<file path="config.mk">
export PLATFORM = sky130hd
export DESIGN_NAME = mem_arbiter_nch_flat
export DESIGN_NICKNAME = d
export VERILOG_FILES = /design/src/rtl/mem_arbiter_nch_pkg.sv /design/src/rtl/mem_arbiter_nch_if.sv /design/src/rtl/mem_arbiter_nch_arb_pick.sv /design/src/rtl/mem_arbiter_nch.sv /design/src/flat_wrapper.sv
export SDC_FILE = /design/constraint.sdc
export NUM_CORES = 1
export LEC_CHECK = 0
export BUFFER_PORTS_ARGS = -buffer_cell sky130_fd_sc_hd__buf_2
export CAP_MARGIN = 20
export CORE_ASPECT_RATIO = 0.7
export CORE_MARGIN = 2
export CORE_UTILIZATION = 53
export DETAILED_ROUTE_END_ITERATION = 7
export PLACE_DENSITY = 0.81
export REMOVE_ABC_BUFFERS = 1
export SYNTH_ARGS = -nofsm -noshare
export SYNTH_HDL_FRONTEND = slang
export SYNTH_SLANG_ARGS = --single-unit
export TNS_END_PERCENT = 30
</file>
<file path="constraint.sdc">
create_clock -name clk -period 4 [get_ports clk]
set_clock_uncertainty 0.15 [all_clocks]
set_input_delay 0.4 -clock clk [delete_from_list [all_inputs] [get_ports clk]]
set_output_delay 0.4 -clock clk [all_outputs]
set_load 0.005 [all_outputs]
</file>
<file path="src/rtl/mem_arbiter_nch_pkg.sv">
// mem_arbiter_nch_pkg: shared state, size and flag encodings for the byte-serial RAM arbiter
package mem_arbiter_nch_pkg;
   typedef enum logic [1:0] {IDLE = 2'd0, RD = 2'd1, WR = 2'd2} state_t;
   localparam logic [2:0] SZ_1 = 3'd1;
   localparam logic [2:0] SZ_2 = 3'd2;
   localparam logic FLAG_READ = 1'b0;
   localparam logic FLAG_WRITE = 1'b1;
   localparam logic [1:0] IO_HI_DEF = 2'b11;
endpackage

</file>
<file path="src/rtl/mem_arbiter_nch_if.sv">
// mem_arbiter_nch_if: requester, RAM and control signals between the arbiter and its surroundings
interface mem_arbiter_nch_if #(
   parameter int NUM_CH = 2,
   parameter int DATA_W = 32,
   parameter int ADDR_W = 32
);
   logic rdy;
   logic flush_i;
   logic io_full_i;
   logic ram_we_o;
   logic [ADDR_W-1:0] ram_addr_o;
   logic [7:0] ram_din_i;
   logic [7:0] ram_dout_o;
   logic [NUM_CH-1:0] req_valid_i;
   logic [NUM_CH-1:0] req_we_i;
   logic [NUM_CH-1:0] req_signed_i;
   logic [NUM_CH*3-1:0] req_size_i;
   logic [NUM_CH*ADDR_W-1:0] req_addr_i;
   logic [NUM_CH*DATA_W-1:0] req_wdata_i;
   logic [NUM_CH-1:0] done_o;
   logic [DATA_W-1:0] rdata_o;
   modport master (
      output rdy, flush_i, io_full_i, ram_din_i, req_valid_i, req_we_i, req_signed_i,
             req_size_i, req_addr_i, req_wdata_i,
      input  ram_we_o, ram_addr_o, ram_dout_o, done_o, rdata_o
   );
   modport slave (
      input  rdy, flush_i, io_full_i, ram_din_i, req_valid_i, req_we_i, req_signed_i,
             req_size_i, req_addr_i, req_wdata_i,
      output ram_we_o, ram_addr_o, ram_dout_o, done_o, rdata_o
   );
endinterface

</file>
<file path="src/rtl/mem_arbiter_nch_arb_pick.sv">
// mem_arbiter_nch_arb_pick: one-hot grant picker; fixed priority, or round-robin when MEM_ARB_RR_EN is defined
module mem_arbiter_nch_arb_pick #(
   parameter int NUM_CH = 2
) (
`ifdef MEM_ARB_RR_EN
   input  logic clk,
   input  logic rst,
   input  logic adv,
`endif
   input  logic [NUM_CH-1:0] req,
   output logic [NUM_CH-1:0] gnt
);
`ifdef MEM_ARB_RR_EN
   localparam int PW = $clog2(NUM_CH);
   logic [PW-1:0] ptr, idx, win;
   // search starts just past the last winner so every requester gets a turn
   always_comb begin
      gnt = '0;
      win = ptr;
      idx = '0;
      for (int i = NUM_CH; i >= 1; i--) begin
         idx = PW'((int'(ptr) + i) % NUM_CH);
         if (req[idx]) begin
            gnt = NUM_CH'(1) << idx;
            win = idx;
         end
      end
   end
   // pointer resets to the last channel so channel 0 wins the first contest
   always_ff @(posedge clk) ptr <= rst ? PW'(NUM_CH - 1) : (adv && |req) ? win : ptr;
`else
   // lowest index wins
   always_comb begin
      gnt = '0;
      for (int i = NUM_CH - 1; i >= 0; i--) if (req[i]) gnt = NUM_CH'(1) << i;
   end
`endif
endmodule

</file>
<file path="src/rtl/mem_arbiter_nch.sv">
// mem_arbiter_nch: byte-serial RAM controller for NUM_CH requesters; MEM_ARB_RR_EN selects round-robin arbitration
module mem_arbiter_nch
   import mem_arbiter_nch_pkg::*;
#(
   parameter int NUM_CH = 2,
   parameter int DATA_W = 32,
   parameter int ADDR_W = 32,
   parameter logic [NUM_CH-1:0] FLUSH_MASK = 2'b10,
   parameter logic [1:0] IO_HI = IO_HI_DEF
) (
   input logic clk,
   input logic rst,
   mem_arbiter_nch_if.slave bus
);
   localparam int MAX_B = DATA_W / 8;
   localparam int CNT_W = $clog2(MAX_B + 1);
   localparam int CW = $clog2(NUM_CH);
   state_t state;
   logic [NUM_CH-1:0] elig, gnt, done_q;
   logic [CW-1:0] gnt_id, ch_q;
   logic [2:0] sel_size;
   logic [CNT_W-1:0] n_sel, n_q, c_q, c_nx;
   logic [ADDR_W-1:0] sel_addr, addr_q, nxt_addr, ram_addr_q;
   logic [DATA_W-1:0] sel_wdata, data_q, ext_data, rdata_q;
   logic sgn_q, sign_bit, stall, flushed, ram_we_q;
   logic [7:0] ram_dout_q;

   mem_arbiter_nch_arb_pick #(.NUM_CH(NUM_CH)) u_pick (
`ifdef MEM_ARB_RR_EN
      .clk(clk),
      .rst(rst),
      .adv(bus.rdy && state == IDLE),
`endif
      .req(elig),
      .gnt(gnt)
   );

   // request selection and per-beat address arithmetic; channels a flush would abort are not eligible
   always_comb begin
      elig = bus.req_valid_i & ~(bus.flush_i ? FLUSH_MASK : '0);
      gnt_id = '0;
      for (int i = 0; i < NUM_CH; i++) if (gnt[i]) gnt_id = CW'(i);
      sel_size = bus.req_size_i[gnt_id*3 +: 3];
      n_sel = sel_size == SZ_1 ? CNT_W'(1) : sel_size == SZ_2 ? CNT_W'(2) : CNT_W'(MAX_B);
      sel_addr = bus.req_addr_i[gnt_id*ADDR_W +: ADDR_W];
      sel_wdata = bus.req_wdata_i[gnt_id*DATA_W +: DATA_W];
      c_nx = c_q + CNT_W'(1);
      nxt_addr = addr_q + ADDR_W'(c_nx);
      stall = bus.io_full_i && addr_q[17:16] == IO_HI;
      flushed = bus.flush_i && FLUSH_MASK[ch_q];
   end

   // load result: bytes above the access size take the top loaded bit when signed, else zero
   always_comb begin
      sign_bit = 1'b0;
      ext_data = '0;
      for (int i = 0; i < MAX_B; i++) if (CNT_W'(i + 1) == n_q) sign_bit = sgn_q & data_q[8*i+7];
      for (int i = 0; i < MAX_B; i++) ext_data[8*i +: 8] = CNT_W'(i) < n_q ? data_q[8*i +: 8] : {8{sign_bit}};
   end

   // byte engine: one RAM beat per enabled edge, done pulse on the completion edge
   always_ff @(posedge clk) begin
      if (rst) begin
         state <= IDLE;
         ch_q <= '0;
         addr_q <= '0;
         n_q <= '0;
         c_q <= '0;
         sgn_q <= 1'b0;
         data_q <= '0;
         done_q <= '0;
         rdata_q <= '0;
         ram_we_q <= 1'b0;
         ram_addr_q <= '0;
         ram_dout_q <= '0;
      end else if (bus.rdy) begin
         done_q <= '0;
         case (state)
            IDLE: if (|gnt) begin
               ch_q <= gnt_id;
               addr_q <= sel_addr;
               n_q <= n_sel;
               c_q <= '0;
               sgn_q <= bus.req_signed_i[gnt_id];
               data_q <= bus.req_we_i[gnt_id] == FLAG_WRITE ? sel_wdata : '0;
               ram_addr_q <= sel_addr;
               ram_we_q <= bus.req_we_i[gnt_id];
               ram_dout_q <= bus.req_we_i[gnt_id] == FLAG_WRITE ? sel_wdata[7:0] : 8'h00;
               state <= bus.req_we_i[gnt_id] == FLAG_WRITE ? WR : RD;
            end
            RD: if (flushed) begin
               state <= IDLE;
               ram_addr_q <= '0;
            end else if (c_q == n_q) begin
               state <= IDLE;
               ram_addr_q <= '0;
               done_q <= NUM_CH'(1) << ch_q;
               rdata_q <= ext_data;
            end else begin
               data_q[8*c_q +: 8] <= bus.ram_din_i;
               c_q <= c_nx;
               if (c_nx < n_q) ram_addr_q <= nxt_addr;
            end
            WR: if (!stall) begin
               if (c_nx < n_q) begin
                  ram_addr_q <= nxt_addr;
                  ram_dout_q <= data_q[8*c_nx +: 8];
                  c_q <= c_nx;
               end else begin
                  state <= IDLE;
                  ram_we_q <= 1'b0;
                  ram_addr_q <= '0;
                  ram_dout_q <= '0;
                  done_q <= NUM_CH'(1) << ch_q;
               end
            end
            default: state <= IDLE;
         endcase
      end
   end

   assign bus.ram_we_o = ram_we_q;
   assign bus.ram_addr_o = ram_addr_q;
   assign bus.ram_dout_o = ram_dout_q;
   assign bus.done_o = done_q & {NUM_CH{bus.rdy}};
   assign bus.rdata_o = rdata_q;
endmodule

</file>
<file path="src/flat_wrapper.sv">
// flat-port wrapper written by rule: the top's interface ports become plain ports
module mem_arbiter_nch_flat import mem_arbiter_nch_pkg::*;
#(
   parameter int NUM_CH = 2,
   parameter int DATA_W = 32,
   parameter int ADDR_W = 32,
   parameter logic [NUM_CH-1:0] FLUSH_MASK = 2'b10,
   parameter logic [1:0] IO_HI = IO_HI_DEF
)
  (clk, rst, bus_rdy, bus_flush_i, bus_io_full_i, bus_ram_din_i, bus_req_valid_i, bus_req_we_i, bus_req_signed_i, bus_req_size_i, bus_req_addr_i, bus_req_wdata_i, bus_ram_we_o, bus_ram_addr_o, bus_ram_dout_o, bus_done_o, bus_rdata_o);
  mem_arbiter_nch_if #(.NUM_CH(NUM_CH), .DATA_W(DATA_W), .ADDR_W(ADDR_W)) bus_i ();
  input logic clk;
  input logic rst;
  input wire logic [$bits(bus_i.rdy)-1:0] bus_rdy;
  input wire logic [$bits(bus_i.flush_i)-1:0] bus_flush_i;
  input wire logic [$bits(bus_i.io_full_i)-1:0] bus_io_full_i;
  input wire logic [$bits(bus_i.ram_din_i)-1:0] bus_ram_din_i;
  input wire logic [$bits(bus_i.req_valid_i)-1:0] bus_req_valid_i;
  input wire logic [$bits(bus_i.req_we_i)-1:0] bus_req_we_i;
  input wire logic [$bits(bus_i.req_signed_i)-1:0] bus_req_signed_i;
  input wire logic [$bits(bus_i.req_size_i)-1:0] bus_req_size_i;
  input wire logic [$bits(bus_i.req_addr_i)-1:0] bus_req_addr_i;
  input wire logic [$bits(bus_i.req_wdata_i)-1:0] bus_req_wdata_i;
  output wire logic [$bits(bus_i.ram_we_o)-1:0] bus_ram_we_o;
  output wire logic [$bits(bus_i.ram_addr_o)-1:0] bus_ram_addr_o;
  output wire logic [$bits(bus_i.ram_dout_o)-1:0] bus_ram_dout_o;
  output wire logic [$bits(bus_i.done_o)-1:0] bus_done_o;
  output wire logic [$bits(bus_i.rdata_o)-1:0] bus_rdata_o;
  assign bus_i.rdy = bus_rdy;
  assign bus_i.flush_i = bus_flush_i;
  assign bus_i.io_full_i = bus_io_full_i;
  assign bus_i.ram_din_i = bus_ram_din_i;
  assign bus_i.req_valid_i = bus_req_valid_i;
  assign bus_i.req_we_i = bus_req_we_i;
  assign bus_i.req_signed_i = bus_req_signed_i;
  assign bus_i.req_size_i = bus_req_size_i;
  assign bus_i.req_addr_i = bus_req_addr_i;
  assign bus_i.req_wdata_i = bus_req_wdata_i;
  assign bus_ram_we_o = bus_i.ram_we_o;
  assign bus_ram_addr_o = bus_i.ram_addr_o;
  assign bus_ram_dout_o = bus_i.ram_dout_o;
  assign bus_done_o = bus_i.done_o;
  assign bus_rdata_o = bus_i.rdata_o;
  mem_arbiter_nch #(.NUM_CH(NUM_CH), .DATA_W(DATA_W), .ADDR_W(ADDR_W), .FLUSH_MASK(FLUSH_MASK), .IO_HI(IO_HI)) u_core (.clk(clk), .rst(rst), .bus(bus_i));
endmodule
</file>
==> impl_metrics.py <==
metrics = {
    "run_status": {
        "status": "complete, no violations",
    },
    "sta": {
        "max_freq_ghz": 0.312,
        "setup_tns_ns": 0,
        "fin_crit_sh_pct": 80.0,
        "finalHoldViolCount": 0,
        "relSlewSlack_pct": 32.5,
        "finalSetupViolCount": 0,
        "final_max_slew_viol_count": 0,
        "period_minus_slack_ns": 3.20,
        "tightest_slew_ns": 1.01,
        "rsz0062_at_grt": "no",
    },
    "floorplanning": {
        "io_pins": 228,
        "die_w_um": 154,
        "core_area_mm2": 0.0154,
        "die_y_um": 109,
        "start_util_pct": 54.0,
        "die_area_mm2": 0.0167,
        "num_rows": 38,
    },
    "global_routing": {
        "grt.met3_usage_pct": 9.02,
        "grt_antenna_before_repair": 0,
        "grtUsageMet1_pct": 43.1,
        "use_met2_pct": 41.2,
        "grt_pass1_wl_um": 39300,
        "grt-ovfl-total": 0,
        "grt_pass1_vias": 7527,
        "grt_use_total_pct": 29.3,
        "grt_busiest_layer": "met1",
        "grt_max_degree": 78,
    },
    "placed_design": {
        "port_buffers": 227,
        "dpl.hpwl_um": 17400,
        "place_area_mm2": 0.00961,
        "gp_congestion": 0.950,
    },
    "synth": {
        "async_reset_ff_share_pct": 0,
        "synth_cell_types": 62,
        "synth-edff-count": 0,
        "synth_warnings": 0,
        "synth-seq-cells": 149,
        "syn_inst": 991,
        "syn_area_per_cell_um2": 8.40,
        "synth_flop_cell": "dfxtp_1",
        "yosysSeqAreaShare_pct": 35.8,
        "synth_area_mm2": 0.00832,
    },
    "clock_tree": {
        "cts_sinks": 149,
        "ctsHtreeMaxLevel": 4,
        "clk-insertion-delay-late_ns": 0.43,
        "path_clk_slew_ns": 0.07,
        "numCtsBuffers": 17,
        "cts_buffer_depth": 2,
        "ctsHoldBuffers": 0,
        "post_cts_buffers": 0,
        "clock-root-buffer": "clkbuf_16",
        "post_cts_resized": 0,
        "cts_tree": "done",
    },
    "final_layout": {
        "regArea_mm2": 0.00298,
        "antennaDiodeCount": 0,
        "drive_gt1_share_pct": 25.7,
        "final_net_count": 1345,
        "area_delta_synth_final_pct": 23.0,
        "multi_input_area_mm2": 0.00497,
        "fill_cells": 1303,
        "finalInstanceArea_mm2": 0.0102,
    },
    "worst_hold_path": {
        "worstHoldStart": "bus_req_size_i[5]",
        "holdCritPathClass": "in2reg",
        "hold_depth": 4,
    },
    "pwr": {
        "powerDensity_mw_per_mm2": 423,
        "vdd_drop_max_v": 0.000250,
        "power.total_w": 0.00433,
        "cellLeakagePower_nw": 3.98,
    },
    "route": {
        "route.vias.total": 8442,
        "drt_wl_total_um": 24900,
        "antenna_left": 0,
        "drc_errors": 0,
        "avgViaCountPerCell": 6.08,
        "wire_per_inst_um": 17.9,
        "drtPass1Iterations": 5,
        "drt_iter0_drc": 951,
    },
    "worst_setup_path": {
        "crit_path_end_kind": "register",
        "crit_path_start": "u_core.c_q[0]$_SDFFE_PP0P_",
        "r2r_slack_ns": 0.80,
        "crit_fanout": 19,
        "arrival_ns": 3.36,
        "crit_end": "u_core.bus.ram_addr_o[29]$_SDFFE_PP0P_",
        "r2r_cells": 9,
        "cp-start-kind": "register",
        "path_class": "reg2reg",
        "r2r-end": "u_core.bus.ram_addr_o[29]$_SDFFE_PP0P_",
        "cp_data_required_time_ns": 4.16,
        "r2r-start": "u_core.c_q[0]$_SDFFE_PP0P_",
    },
    "flow_run": {
        "maxCapViolCount": 0,
    },
}
## state kept, by name, indices dropped and copies added (netlist names)
name,flops
u_core.bus.ram_addr_o,32
u_core.c_q,3
u_core.n_q,3
u_core.addr_q,32
u_core.bus.ram_dout_o,8
u_core.done_q,2
u_core.data_q,32
u_core.ch_q,1
u_core.bus.rdata_o,32
u_core.state,2
u_core.bus.ram_we_o,1
u_core.sgn_q,1
## metal layers
layer  share of wire, %  routed length (µm)
met1                 45               11300
met2                 41               10200
met3                 12                3000
met4                1.7                 420
met5                  0                   0
## cells by family after synthesis
family,share of synthesized area [%]
buffers and inverters,4.78
AND/OR/NAND/NOR,19.8
flip-flops,35.8
adder cells (fa/ha/maj),2.50
multiplexers,12.5
AO/OA/AOI/OAI,22.7
XOR/XNOR,1.89
## area by class of cell
type / count / share of cell area (%)
repair buffers: 246 / 12.9
inverters: 22 / 0.807
flip-flops and latches: 149 / 29.1
multi-input cells: 740 / 48.6
well taps: 200 / 2.44
clock buffers: 18 / 4.29
clock inverters: 14 / 1.86
## power breakdown
| group | total [W] | switching, W | internal, W | leakage, nW |
|---|---|---|---|---|
| clock | 0.00173 | 0.000708 | 0.00102 | 0.312 |
| sequential | 0.00175 | 0.000130 | 0.00162 | 1.22 |
| combinational | 0.000853 | 0.000478 | 0.000375 | 2.45 |
| total | 0.00433 | 0.00132 | 0.00301 | 3.98 |
## cell usage in the layout, fill, tap and decap left out, types with 15 or more instances in the layout
cell type / synthesis / layout
nor2_1: 187 / 186
a211oi_1: 108 / 108
buf_4: 0 / 17
dfxtp_1: 149 / 149
a21oi_1: 40 / 40
o32ai_1: 16 / 16
inv_1: 22 / 22
nand3_1: 31 / 31
clkbuf_16: 0 / 17
buf_2: 11 / 226
o32a_1: 17 / 17
nand2_1: 53 / 53
ha_1: 15 / 15
mux2i_1: 84 / 83
## how the worst min path moves through the flow
stage / to / slack, ns
after CTS: u_core.n_q[0]$_SDFFE_PP0P_ / 0.17
after detailed placement: u_core.bus.rdata_o[2]$_SDFFE_PP0P_ / 0.29
after global placement: u_core.bus.rdata_o[5]$_SDFFE_PP0P_ / 0.29
after floorplan: u_core.done_q[0]$_SDFFE_PP0P_ / 0.28
after global routing: u_core.n_q[1]$_SDFFE_PP0P_ / 0.20
final: u_core.n_q[0]$_SDFFE_PP0P_ / 0.17
## worst max-delay path, stage by stage (launching register included)
cell      delay, ns
dfxtp_1        0.31
buf_4          0.24
ha_1           0.20
xor2_1         0.29
ha_1           0.36
a21oi_1        0.34
and2_1         0.68
nor3_1         0.11
a311oi_1       0.29
a211oi_1       0.10
## cells in the mapped netlist, types with 4 or more instances
cell type / n / area share (%)
nor2b_1: 11 / 0.83
inv_1: 22 / 0.99
nor2_1: 187 / 8.4
xnor2_1: 8 / 0.84
a211oi_2: 5 / 0.75
o32ai_1: 16 / 1.7
buf_2: 11 / 0.66
clkbuf_1: 65 / 2.9
o22ai_1: 7 / 0.53
o31a_1: 12 / 1.3
xor2_1: 10 / 1.1
nand3b_1: 5 / 0.45
or4_1: 7 / 0.63
and4_1: 4 / 0.42
nor4_1: 13 / 0.98
a211oi_1: 108 / 9.7
o31ai_1: 10 / 0.90
nor3_1: 13 / 0.78
mux2i_1: 84 / 10
nand2_1: 53 / 2.4
mux4_2: 8 / 2.2
ha_1: 15 / 2.3
o32a_1: 17 / 2.0
nand3_1: 31 / 1.9
and2_1: 5 / 0.38
o21ai_1: 13 / 0.78
dfxtp_1: 149 / 36
nand2b_1: 5 / 0.38
a21oi_1: 40 / 2.4
nand4_1: 7 / 0.53
## metrics by stage
step | setup slack [ns] | hold slack, ns | std cells | utilization [%]
6_report | 0.799 | 0.168 | 1389 | 66.5
4_1_cts | 0.809 | 0.166 | 1389 | 66.5
5_1_grt | 0.519 | 0.200 | 1389 | 66.5
3_5_place_dp | 0.809 | 0.294 | 1357 | 62.4
3_3_place_gp | 0.955 | 0.288 | 1357 | 62.4
2_1_floorplan | -8.57 | 0.276 | 911 | -
Power figures use the tool's default switching activity.
